## src/rtl/box_overlay_if.sv

```systemverilog
// Box-coordinate handshake from the detection logic (master) into box_overlay (slave).
// Widths follow the overlay's X_BITS/Y_BITS parameters.
interface box_overlay_if #(
   parameter int unsigned X_BITS = 11,
   parameter int unsigned Y_BITS = 10
);
   logic              box_valid;
   logic              box_ready;
   logic              box_en;
   logic [X_BITS-1:0] box_x0;
   logic [X_BITS-1:0] box_x1;
   logic [Y_BITS-1:0] box_y0;
   logic [Y_BITS-1:0] box_y1;

   modport master (
      output box_valid, box_en, box_x0, box_x1, box_y0, box_y1,
      input  box_ready
   );

   modport slave (
      input  box_valid, box_en, box_x0, box_x1, box_y0, box_y1,
      output box_ready
   );
endinterface

```

## src/rtl/box_overlay.sv

```systemverilog
// Two-stage video overlay drawing a bounding-box outline; box updates apply only at frame edges.
// Optional BOX_OVERLAY_CROSSHAIR_EN adds a 1-pixel crosshair through the box centre.
module box_overlay #(
   parameter int unsigned X_BITS  = 11,
   parameter int unsigned Y_BITS  = 10,
   parameter int unsigned THICK   = 2,
   parameter logic [23:0] BOX_RGB = 24'hFF0000
) (
   input  logic              clk,
   input  logic              rstn,
   input  logic              vsync_in,
   input  logic              hsync_in,
   input  logic              de_in,
   input  logic [X_BITS-1:0] x_in,
   input  logic [Y_BITS-1:0] y_in,
   input  logic [23:0]       rgb_in,
   box_overlay_if.slave      box_if,
   output logic              vsync_out,
   output logic              hsync_out,
   output logic              de_out,
   output logic [23:0]       rgb_out
);

   localparam logic [X_BITS:0] THICK_X = (X_BITS+1)'(THICK);
   localparam logic [Y_BITS:0] THICK_Y = (Y_BITS+1)'(THICK);

   typedef struct packed {
      logic [X_BITS-1:0] x0;
      logic [X_BITS-1:0] x1;
      logic [Y_BITS-1:0] y0;
      logic [Y_BITS-1:0] y1;
   } box_t;

   logic        pend_vld_q, pend_en_q, act_vld_q, act_en_q;
   box_t        pend_q, act_q;
   logic        vs_s1_q, hs_s1_q, de_s1_q, hit_s1_q;
   logic [23:0] rgb_s1_q;
   logic        vs_s2_q, hs_s2_q, de_s2_q;
   logic [23:0] rgb_s2_q, rgb_d;
   logic        frame_edge, xfer, load_act;
   logic        in_box, on_edge, hit_d;

   assign frame_edge       = vsync_in & ~vs_s1_q;
   assign xfer             = box_if.box_valid & ~pend_vld_q;
   assign load_act         = frame_edge & pend_vld_q;
   assign box_if.box_ready = ~pend_vld_q;

   // xfer needs pend_vld_q low and load_act needs it high, so they never collide.
   always_ff @(posedge clk or negedge rstn) begin
      if (!rstn) begin
         pend_vld_q <= 1'b0;
         act_vld_q  <= 1'b0;
         act_en_q   <= 1'b0;
      end else begin
         // NOTE: non-blocking assignments so every register samples pre-edge values.
         if (xfer)
            pend_vld_q <= 1'b1;
         else if (load_act)
            pend_vld_q <= 1'b0;
         if (load_act) begin
            act_vld_q <= 1'b1;
            act_en_q  <= pend_en_q;
         end
      end
   end

   // NOTE: box payload has no reset; it is only ever read while its valid flag is set.
   always_ff @(posedge clk) begin
      if (xfer) begin
         pend_en_q <= box_if.box_en;
         pend_q    <= '{x0: box_if.box_x0, x1: box_if.box_x1,
                        y0: box_if.box_y0, y1: box_if.box_y1};
      end
      if (load_act)
         act_q <= pend_q;
   end

   // Extra top bit keeps x+THICK and x0+THICK from wrapping at the coordinate maximum.
   logic [X_BITS:0] x_e, x0_e, x1_e;
   logic [Y_BITS:0] y_e, y0_e, y1_e;

   assign x_e  = {1'b0, x_in};
   assign x0_e = {1'b0, act_q.x0};
   assign x1_e = {1'b0, act_q.x1};
   assign y_e  = {1'b0, y_in};
   assign y0_e = {1'b0, act_q.y0};
   assign y1_e = {1'b0, act_q.y1};

   assign in_box  = act_vld_q & act_en_q
                  & (x_e >= x0_e) & (x_e <= x1_e)
                  & (y_e >= y0_e) & (y_e <= y1_e);
   assign on_edge = (x_e < x0_e + THICK_X) | (x_e + THICK_X > x1_e)
                  | (y_e < y0_e + THICK_Y) | (y_e + THICK_Y > y1_e);

`ifdef BOX_OVERLAY_CROSSHAIR_EN
   logic [X_BITS-1:0] act_cx_q;
   logic [Y_BITS-1:0] act_cy_q;

   // Centre is taken from the pending box so it becomes valid together with the active box.
   always_ff @(posedge clk) begin
      if (load_act) begin
         act_cx_q <= X_BITS'(({1'b0, pend_q.x0} + {1'b0, pend_q.x1}) >> 1);
         act_cy_q <= Y_BITS'(({1'b0, pend_q.y0} + {1'b0, pend_q.y1}) >> 1);
      end
   end

   assign hit_d = in_box & (on_edge | (x_in == act_cx_q) | (y_in == act_cy_q));
`else
   assign hit_d = in_box & on_edge;
`endif

   always_ff @(posedge clk or negedge rstn) begin
      if (!rstn) begin
         vs_s1_q  <= 1'b0;
         hs_s1_q  <= 1'b0;
         de_s1_q  <= 1'b0;
         hit_s1_q <= 1'b0;
         rgb_s1_q <= '0;
         vs_s2_q  <= 1'b0;
         hs_s2_q  <= 1'b0;
         de_s2_q  <= 1'b0;
         rgb_s2_q <= '0;
      end else begin
         vs_s1_q  <= vsync_in;
         hs_s1_q  <= hsync_in;
         de_s1_q  <= de_in;
         hit_s1_q <= hit_d;
         rgb_s1_q <= rgb_in;
         vs_s2_q  <= vs_s1_q;
         hs_s2_q  <= hs_s1_q;
         de_s2_q  <= de_s1_q;
         rgb_s2_q <= rgb_d;
      end
   end

   always_comb begin
      // NOTE: default first so no path through this block can infer a latch.
      rgb_d = '0;
      if (de_s1_q)
         rgb_d = hit_s1_q ? BOX_RGB : rgb_s1_q;
   end

   assign vsync_out = vs_s2_q;
   assign hsync_out = hs_s2_q;
   assign de_out    = de_s2_q;
   assign rgb_out   = rgb_s2_q;

endmodule

```

## src/flat_wrapper.sv

```systemverilog
// flat-port wrapper written by rule: the top's interface ports become plain ports
module box_overlay_flat 
#(
   parameter int unsigned X_BITS  = 11,
   parameter int unsigned Y_BITS  = 10,
   parameter int unsigned THICK   = 2,
   parameter logic [23:0] BOX_RGB = 24'hFF0000
)
  (clk, rstn, vsync_in, hsync_in, de_in, x_in, y_in, rgb_in, vsync_out, hsync_out, de_out, rgb_out, box_if_box_valid, box_if_box_en, box_if_box_x0, box_if_box_x1, box_if_box_y0, box_if_box_y1, box_if_box_ready);
  box_overlay_if #(.X_BITS(X_BITS), .Y_BITS(Y_BITS)) box_if_i ();
  input  logic clk;
  input  logic rstn;
  input  logic vsync_in;
  input  logic hsync_in;
  input  logic de_in;
  input  logic [X_BITS-1:0] x_in;
  input  logic [Y_BITS-1:0] y_in;
  input  logic [23:0] rgb_in;
  output logic vsync_out;
  output logic hsync_out;
  output logic de_out;
  output logic [23:0] rgb_out;
  input wire logic [$bits(box_if_i.box_valid)-1:0] box_if_box_valid;
  input wire logic [$bits(box_if_i.box_en)-1:0] box_if_box_en;
  input wire logic [$bits(box_if_i.box_x0)-1:0] box_if_box_x0;
  input wire logic [$bits(box_if_i.box_x1)-1:0] box_if_box_x1;
  input wire logic [$bits(box_if_i.box_y0)-1:0] box_if_box_y0;
  input wire logic [$bits(box_if_i.box_y1)-1:0] box_if_box_y1;
  output wire logic [$bits(box_if_i.box_ready)-1:0] box_if_box_ready;
  assign box_if_i.box_valid = box_if_box_valid;
  assign box_if_i.box_en = box_if_box_en;
  assign box_if_i.box_x0 = box_if_box_x0;
  assign box_if_i.box_x1 = box_if_box_x1;
  assign box_if_i.box_y0 = box_if_box_y0;
  assign box_if_i.box_y1 = box_if_box_y1;
  assign box_if_box_ready = box_if_i.box_ready;
  box_overlay #(.X_BITS(X_BITS), .Y_BITS(Y_BITS), .THICK(THICK), .BOX_RGB(BOX_RGB)) u_core (.clk(clk), .rstn(rstn), .vsync_in(vsync_in), .hsync_in(hsync_in), .de_in(de_in), .x_in(x_in), .y_in(y_in), .rgb_in(rgb_in), .box_if(box_if_i), .vsync_out(vsync_out), .hsync_out(hsync_out), .de_out(de_out), .rgb_out(rgb_out));
endmodule
```

## config.mk

```make
export PLATFORM = sky130hd
export DESIGN_NAME = box_overlay_flat
export DESIGN_NICKNAME = d
export VERILOG_FILES = /design/src/rtl/box_overlay_if.sv /design/src/rtl/box_overlay.sv /design/src/flat_wrapper.sv
export SDC_FILE = /design/constraint.sdc
export NUM_CORES = 1
export LEC_CHECK = 0
export CAP_MARGIN = 10
export CORE_UTILIZATION = 53
export CTS_CLUSTER_DIAMETER = 80
export DETAILED_ROUTE_END_ITERATION = 6
export PLACE_DENSITY_LB_ADDON = 0.3
export SLEW_MARGIN = 30
export SYNTH_ARGS = -nofsm -noshare
export SYNTH_HDL_FRONTEND = slang
export SYNTH_SLANG_ARGS = --single-unit
```

## constraint.sdc

```tcl
create_clock -name clk -period 3.65 [get_ports clk]
set_clock_uncertainty 0.15 [all_clocks]
set_input_delay 0.73 -clock clk [delete_from_list [all_inputs] [get_ports clk]]
set_output_delay 0.73 -clock clk [all_outputs]
set_load 0.1 [all_outputs]
```

Word level (Yosys, flattened, before mapping)
Index checks and enable logic that the tools add are counted.
{ "op_classes": {"addsub": 4, "n_lt_le_gt_ge": 8, "n_mux": 4, "bitwise_logic": 14, "reduce_logical": 1} }
{ "op_table": {"columns": ["cell", "n"], "rows": [
  ["$mux 24", 2],
  ["$add 11x2->12 const B", 2],
  ["$add 10x2->11 const B", 2],
  ["$gt 12x11->1", 1],
  ["$lt 11x12->1", 1],
  ["$ge 11x11->1", 1],
  ["$gt 11x10->1", 1],
  ["$le 11x11->1", 1],
  ["$lt 10x11->1", 1],
  ["$ge 10x10->1", 1],
  ["$le 10x10->1", 1],
  ["$and 1x1->1", 9],
  ["$or 1x1->1", 3],
  ["$mux 1", 2],
  ["$not 1->1", 2],
  ["$reduce_bool 2->1", 1]
]} }
{ "totals": {"ff_bits": 143, "in_bits": 94, "output_inout_bits": 28, "wordCells": 52} }

Longest topological paths before layout
{ "depth": {"ltp_word": 6, "depth_mapped": 12, "depth_no_buf": 12} }

Least setup slack after synthesis
Ideal clock, no wire load.
{ "synth_timing": {"path_type": "input port to flip-flop", "start": "input box_if_box_valid", "end": "register u_core.pend_en_q (enable)", "setup_ns": 0.449, "arrival_time_ns": 2.647, "t_required_ns": 3.051, "setup_slack_ns": 0.404, "path_stages": 1, "n_path_buf": 0, "cell_sequence": "nor2b_1"} }
{ "synth_via": {"elab_chain_len": 1} }
{ "synth_rtl": {"columns": ["element", "line_no", "source"], "rows": [
  ["start: declaration", "flat_wrapper.sv:23", "input wire logic [$bits(box_if_i.box_valid)-1:0] box_if_box_valid;"],
  ["$and 1x1->1", "box_overlay.sv:44", "assign xfer = box_if.box_valid & ~pend_vld_q;"],
  ["end signal: assignment", "box_overlay.sv:70", "pend_en_q <= box_if.box_en;"],
  ["end: declaration", "box_overlay.sv:34", "logic pend_vld_q, pend_en_q, act_vld_q, act_en_q;"]
]} }
Every way passes these cells.
A chain may end at the register's enable or synchronous reset.

Final worst setup path
{ "layout_timing": {"start": "input y_in[2]", "end": "register u_core.hit_s1_q"} }
{ "layout_via": {"elab_chain_len": 4, "elab_cells_between_ends": 10} }
{ "layout_rtl": {"columns": ["element", "line_no", "source"], "rows": [
  ["start: declaration", "flat_wrapper.sv:17", "input logic [Y_BITS-1:0] y_in;"],
  ["$add 10x2->11 (tied with other cells)", "box_overlay.sv:93", "| (y_e < y0_e + THICK_Y) | (y_e + THICK_Y > y1_e);"],
  ["$gt 11x10->1 (tied with other cells)", "box_overlay.sv:93", null],
  ["$or 1x1->1 / $and 1x1->1 (equally long branches)", "box_overlay.sv:93, box_overlay.sv:91", null],
  ["$and 1x1->1 *", "box_overlay.sv:109", "assign hit_d = in_box & on_edge;"],
  ["via u_core.hit_d", "box_overlay.sv:41", "logic in_box, on_edge, hit_d;"],
  ["end signal: assignment", "box_overlay.sv:127", "hit_s1_q <= hit_d;"],
  ["end: declaration", "box_overlay.sv:36", "logic vs_s1_q, hs_s1_q, de_s1_q, hit_s1_q;"]
]} }
The timed path passes the listed nets; every way through them passes the cells marked *.

==> out/results.ini <==
[sta]
relSlewSlack = 0.323
setup-tns-final_ns = 0
period_share = 0.843
fmax_mhz = 325
period_needed_ns = 3.08
tightestPinTransition_ns = 1.01
setup_viol = 0
rsz0062_at_grt = false
slew_viol_final = 0
hold_viol = 0

[die]
core_um2 = 12100
die_h_um = 114
boundaryPins = 122
die_area_um2 = 13000
rows = 40
dieWidth_um = 114
start_util = 0.549

[setup_path]
r2r_slack_ns = 0.86
worstPathArrival_ns = 3.24
reg2reg_depth = 11
max_stage_delay_ns = 0.61
start_kind = input port
rr_startpoint = u_core.act_q[34]
endpoint_kind = flop
path_cells = clkdlybuf4s50_1 -> ha_1 -> nand3_1 -> xnor2_1 -> ha_1 -> nand4_1 -> nor3_1 -> o221ai_1 -> a41oi_2 -> nand4_1 -> and4bb_1
crit_path_max_fanout = 6
cp.required_ns = 3.81
cp_slowest_cell = clkdlybuf4s50_1
path_class = input port to flop
r2r_end = u_core.hit_s1_q

[routing]
ant_nets = 0
wirelength_mm = 13.5
routedWlPerCell_um = 16.4
vias = 4315
drc = 0
first_pass_iters = 4
avgViaCountPerCell = 5.25
drtIter0Drc = 227

[pwr]
power.share.combinational = 0.145
switching_power_mw = 1.06
p_per_area_nw_per_um2 = 464
p_leak_nw = 3.69
seqPwrFrac = 0.454
ir_drop_v = 0.000361
clockPowerShare = 0.401
swShare = 0.262
p_total_mw = 4.05
internal-power_mw = 2.99

[global_routing]
grt_pass1_wl_mm = 21.7
grt_util_all_layers = 0.225
antenna_found_initial = 0
grt_max_degree = 43
grt_overflow_total = 0
grt_pass1_vias = 4578

[placed_design]
gp_congestion = 0.839
dp_hpwl_mm = 9.91
io_buffers = 121

[cts]
postCtsHoldBufs = 0
htreeDepth = 4
numClockSinks = 143
cts_tree = built
cts_resized = 0
clk_pin_slew_worst_paths_ns = 0.06
clockBufferDepth = 2
clkLatencyLatePin_ns = 0.42
numCtsBuffers = 17
cts_setup_buffers = 0
clockRootBuffer = clkbuf_16

[layout]
drive_gt1_frac = 0.0765
synthToLayoutAreaGrowth_pct = 31.1
nFillCells = 863
multi_input_area_um2 = 2470
n_antenna_cell = 0
final-seq-area_um2 = 4000
layout.nets = 819

[synthesis]
synth_top_family_by_area = adder cells
synth_seq_cells = 143
synth-simple-area-share = 0.0827
synth_mux_area_frac = 0.00169
synth.distinct_cells = 45
synthAdderAreaFrac = 0.158
ys_async_sr_fraction = 0.406
syn-cell-area_um2 = 6650
synth_edf_count = 85
yosys_warnings = 0
synth_compound_area_frac = 0.0882
ys.flop_type = edfxtp_1
ys_seq_area_frac = 0.602
synth_cells = 493
synthXorXnorAreaFrac = 0.0395
syn-num-nets = 671
syn-mean-instance-area_um2 = 13.5

[status]
status = finished, final reports clean

[hold_path]
hold_class = input port to async pin

[run]
cap_violations = 0

-- worst max-delay path by stage --
stage / from / endpoint / slack, ns / cells after the start
2_1_floorplan: box_if_box_valid / u_core.pend_en_q / 0.40 / 1
3_3_place_gp: y_in[1] / u_core.hit_s1_q / 0.25 / 11
3_5_place_dp: y_in[1] / u_core.hit_s1_q / 0.17 / 11
4_1_cts: y_in[1] / u_core.hit_s1_q / 0.62 / 11
5_1_grt: y_in[1] / u_core.hit_s1_q / 0.44 / 11
6_report: y_in[2] / u_core.hit_s1_q / 0.57 / 11
-- state kept, by name (all words and copies together) (netlist names) --
register and flops:
u_core.act_en_q 1, u_core.act_q 42, u_core.act_vld_q 1, u_core.de_out 1
u_core.de_s1_q 1, u_core.hit_s1_q 1, u_core.hs_s1_q 1, u_core.hsync_out 1
u_core.pend_en_q 1, u_core.pend_q 42, u_core.pend_vld_q 1, u_core.rgb_out 24
u_core.rgb_s1_q 24, u_core.vs_s1_q 1, u_core.vsync_out 1
-- power by group through the flow --
| stage | Clock, mW | Sequential [mW] | Combinational, mW |
|---|---|---|---|
| after global routing | 1.72 | 1.85 | 0.639 |
| after floorplan | 0 | 1.98 | 0.222 |
| after global placement | 0 | 1.87 | 0.565 |
| after detailed placement | 0 | 1.87 | 0.584 |
| after CTS | 1.66 | 1.84 | 0.591 |
| final | 1.62 | 1.84 | 0.588 |
-- cell usage in the layout (no fill, tap or decap), types with 3 or more instances in the layout --
cell type | Yosys | routed
a211oi_1 | 8 | 8
a21o_1 | 9 | 9
a21oi_1 | 16 | 16
a31oi_1 | 5 | 5
and2_1 | 17 | 17
and3_1 | 3 | 3
buf_4 | 0 | 11
clkbuf_16 | 0 | 17
clkbuf_8 | 0 | 3
clkdlybuf4s50_1 | 0 | 119
dfrtp_1 | 58 | 58
edfxtp_1 | 85 | 85
ha_1 | 84 | 84
inv_1 | 47 | 47
inv_6 | 0 | 7
nand2_1 | 15 | 15
nand3_1 | 20 | 20
nand4_1 | 14 | 14
nor2_1 | 11 | 11
nor2b_1 | 4 | 3
nor3_1 | 7 | 7
o211ai_1 | 3 | 3
o21a_1 | 12 | 12
o21ai_0 | 10 | 10
o21bai_1 | 4 | 4
xnor2_1 | 24 | 24
xor2_1 | 6 | 6
-- worst max-delay path, delay by kind of cell --
family / cells / cell delay [ns]
compound gates: 2 / 0.32
xor+xnor: 1 / 0.15
fa+ha+maj: 2 / 0.58
buf+inv: 1 / 0.61
simple gates: 5 / 0.83
-- per-layer routing --
| metal | part of all wire | track usage |
|---|---|---|
| met5 | 0 | 0 |
| met1 | 0.41 | 0.262 |
| met4 | 0.016 | 0.0892 |
| met2 | 0.48 | 0.375 |
| met3 | 0.087 | 0.0882 |
-- metrics by stage --
stage	hold slack, ns	cells	utilization	area (µm²)	setup WS [ns]
CTS	0.178	822	0.720	8720	0.617
global route	0.224	822	0.720	8720	0.440
detailed placement	0.196	790	0.674	8160	0.171
global placement	0.184	790	0.674	8160	0.250
floorplan	0.181	493	-	6650	0.404
finish	0.180	822	0.720	8720	0.572
-- area by class of cell --
type                       instances  area share
sequential                       143       0.459
multi-input combinational        300       0.283
timing repair buffer             132       0.149
clock buffer                      20      0.0535
tap                              168      0.0241
inverter                          47      0.0202
clock inverter                    12      0.0109
-- cell families after synthesis --
kind of cell	Yosys count
adder cells (fa/ha/maj)	84
buffers and inverters	50
flip-flops	143
AO/OA/AOI/OAI	84
multiplexers	1
AND/OR/NAND/NOR	101
XOR/XNOR	30
-- cell usage after synthesis (11+ instances only) --
cell / instances / area share
edfxtp_1: 85 / 0.38
ha_1: 84 / 0.16
dfrtp_1: 58 / 0.22
inv_1: 47 / 0.027
xnor2_1: 24 / 0.032
nand3_1: 20 / 0.015
and2_1: 17 / 0.016
a21oi_1: 16 / 0.012
nand2_1: 15 / 0.0085
nand4_1: 14 / 0.013
o21a_1: 12 / 0.014
nor2_1: 11 / 0.0062
Power figures use the tool's default switching activity.
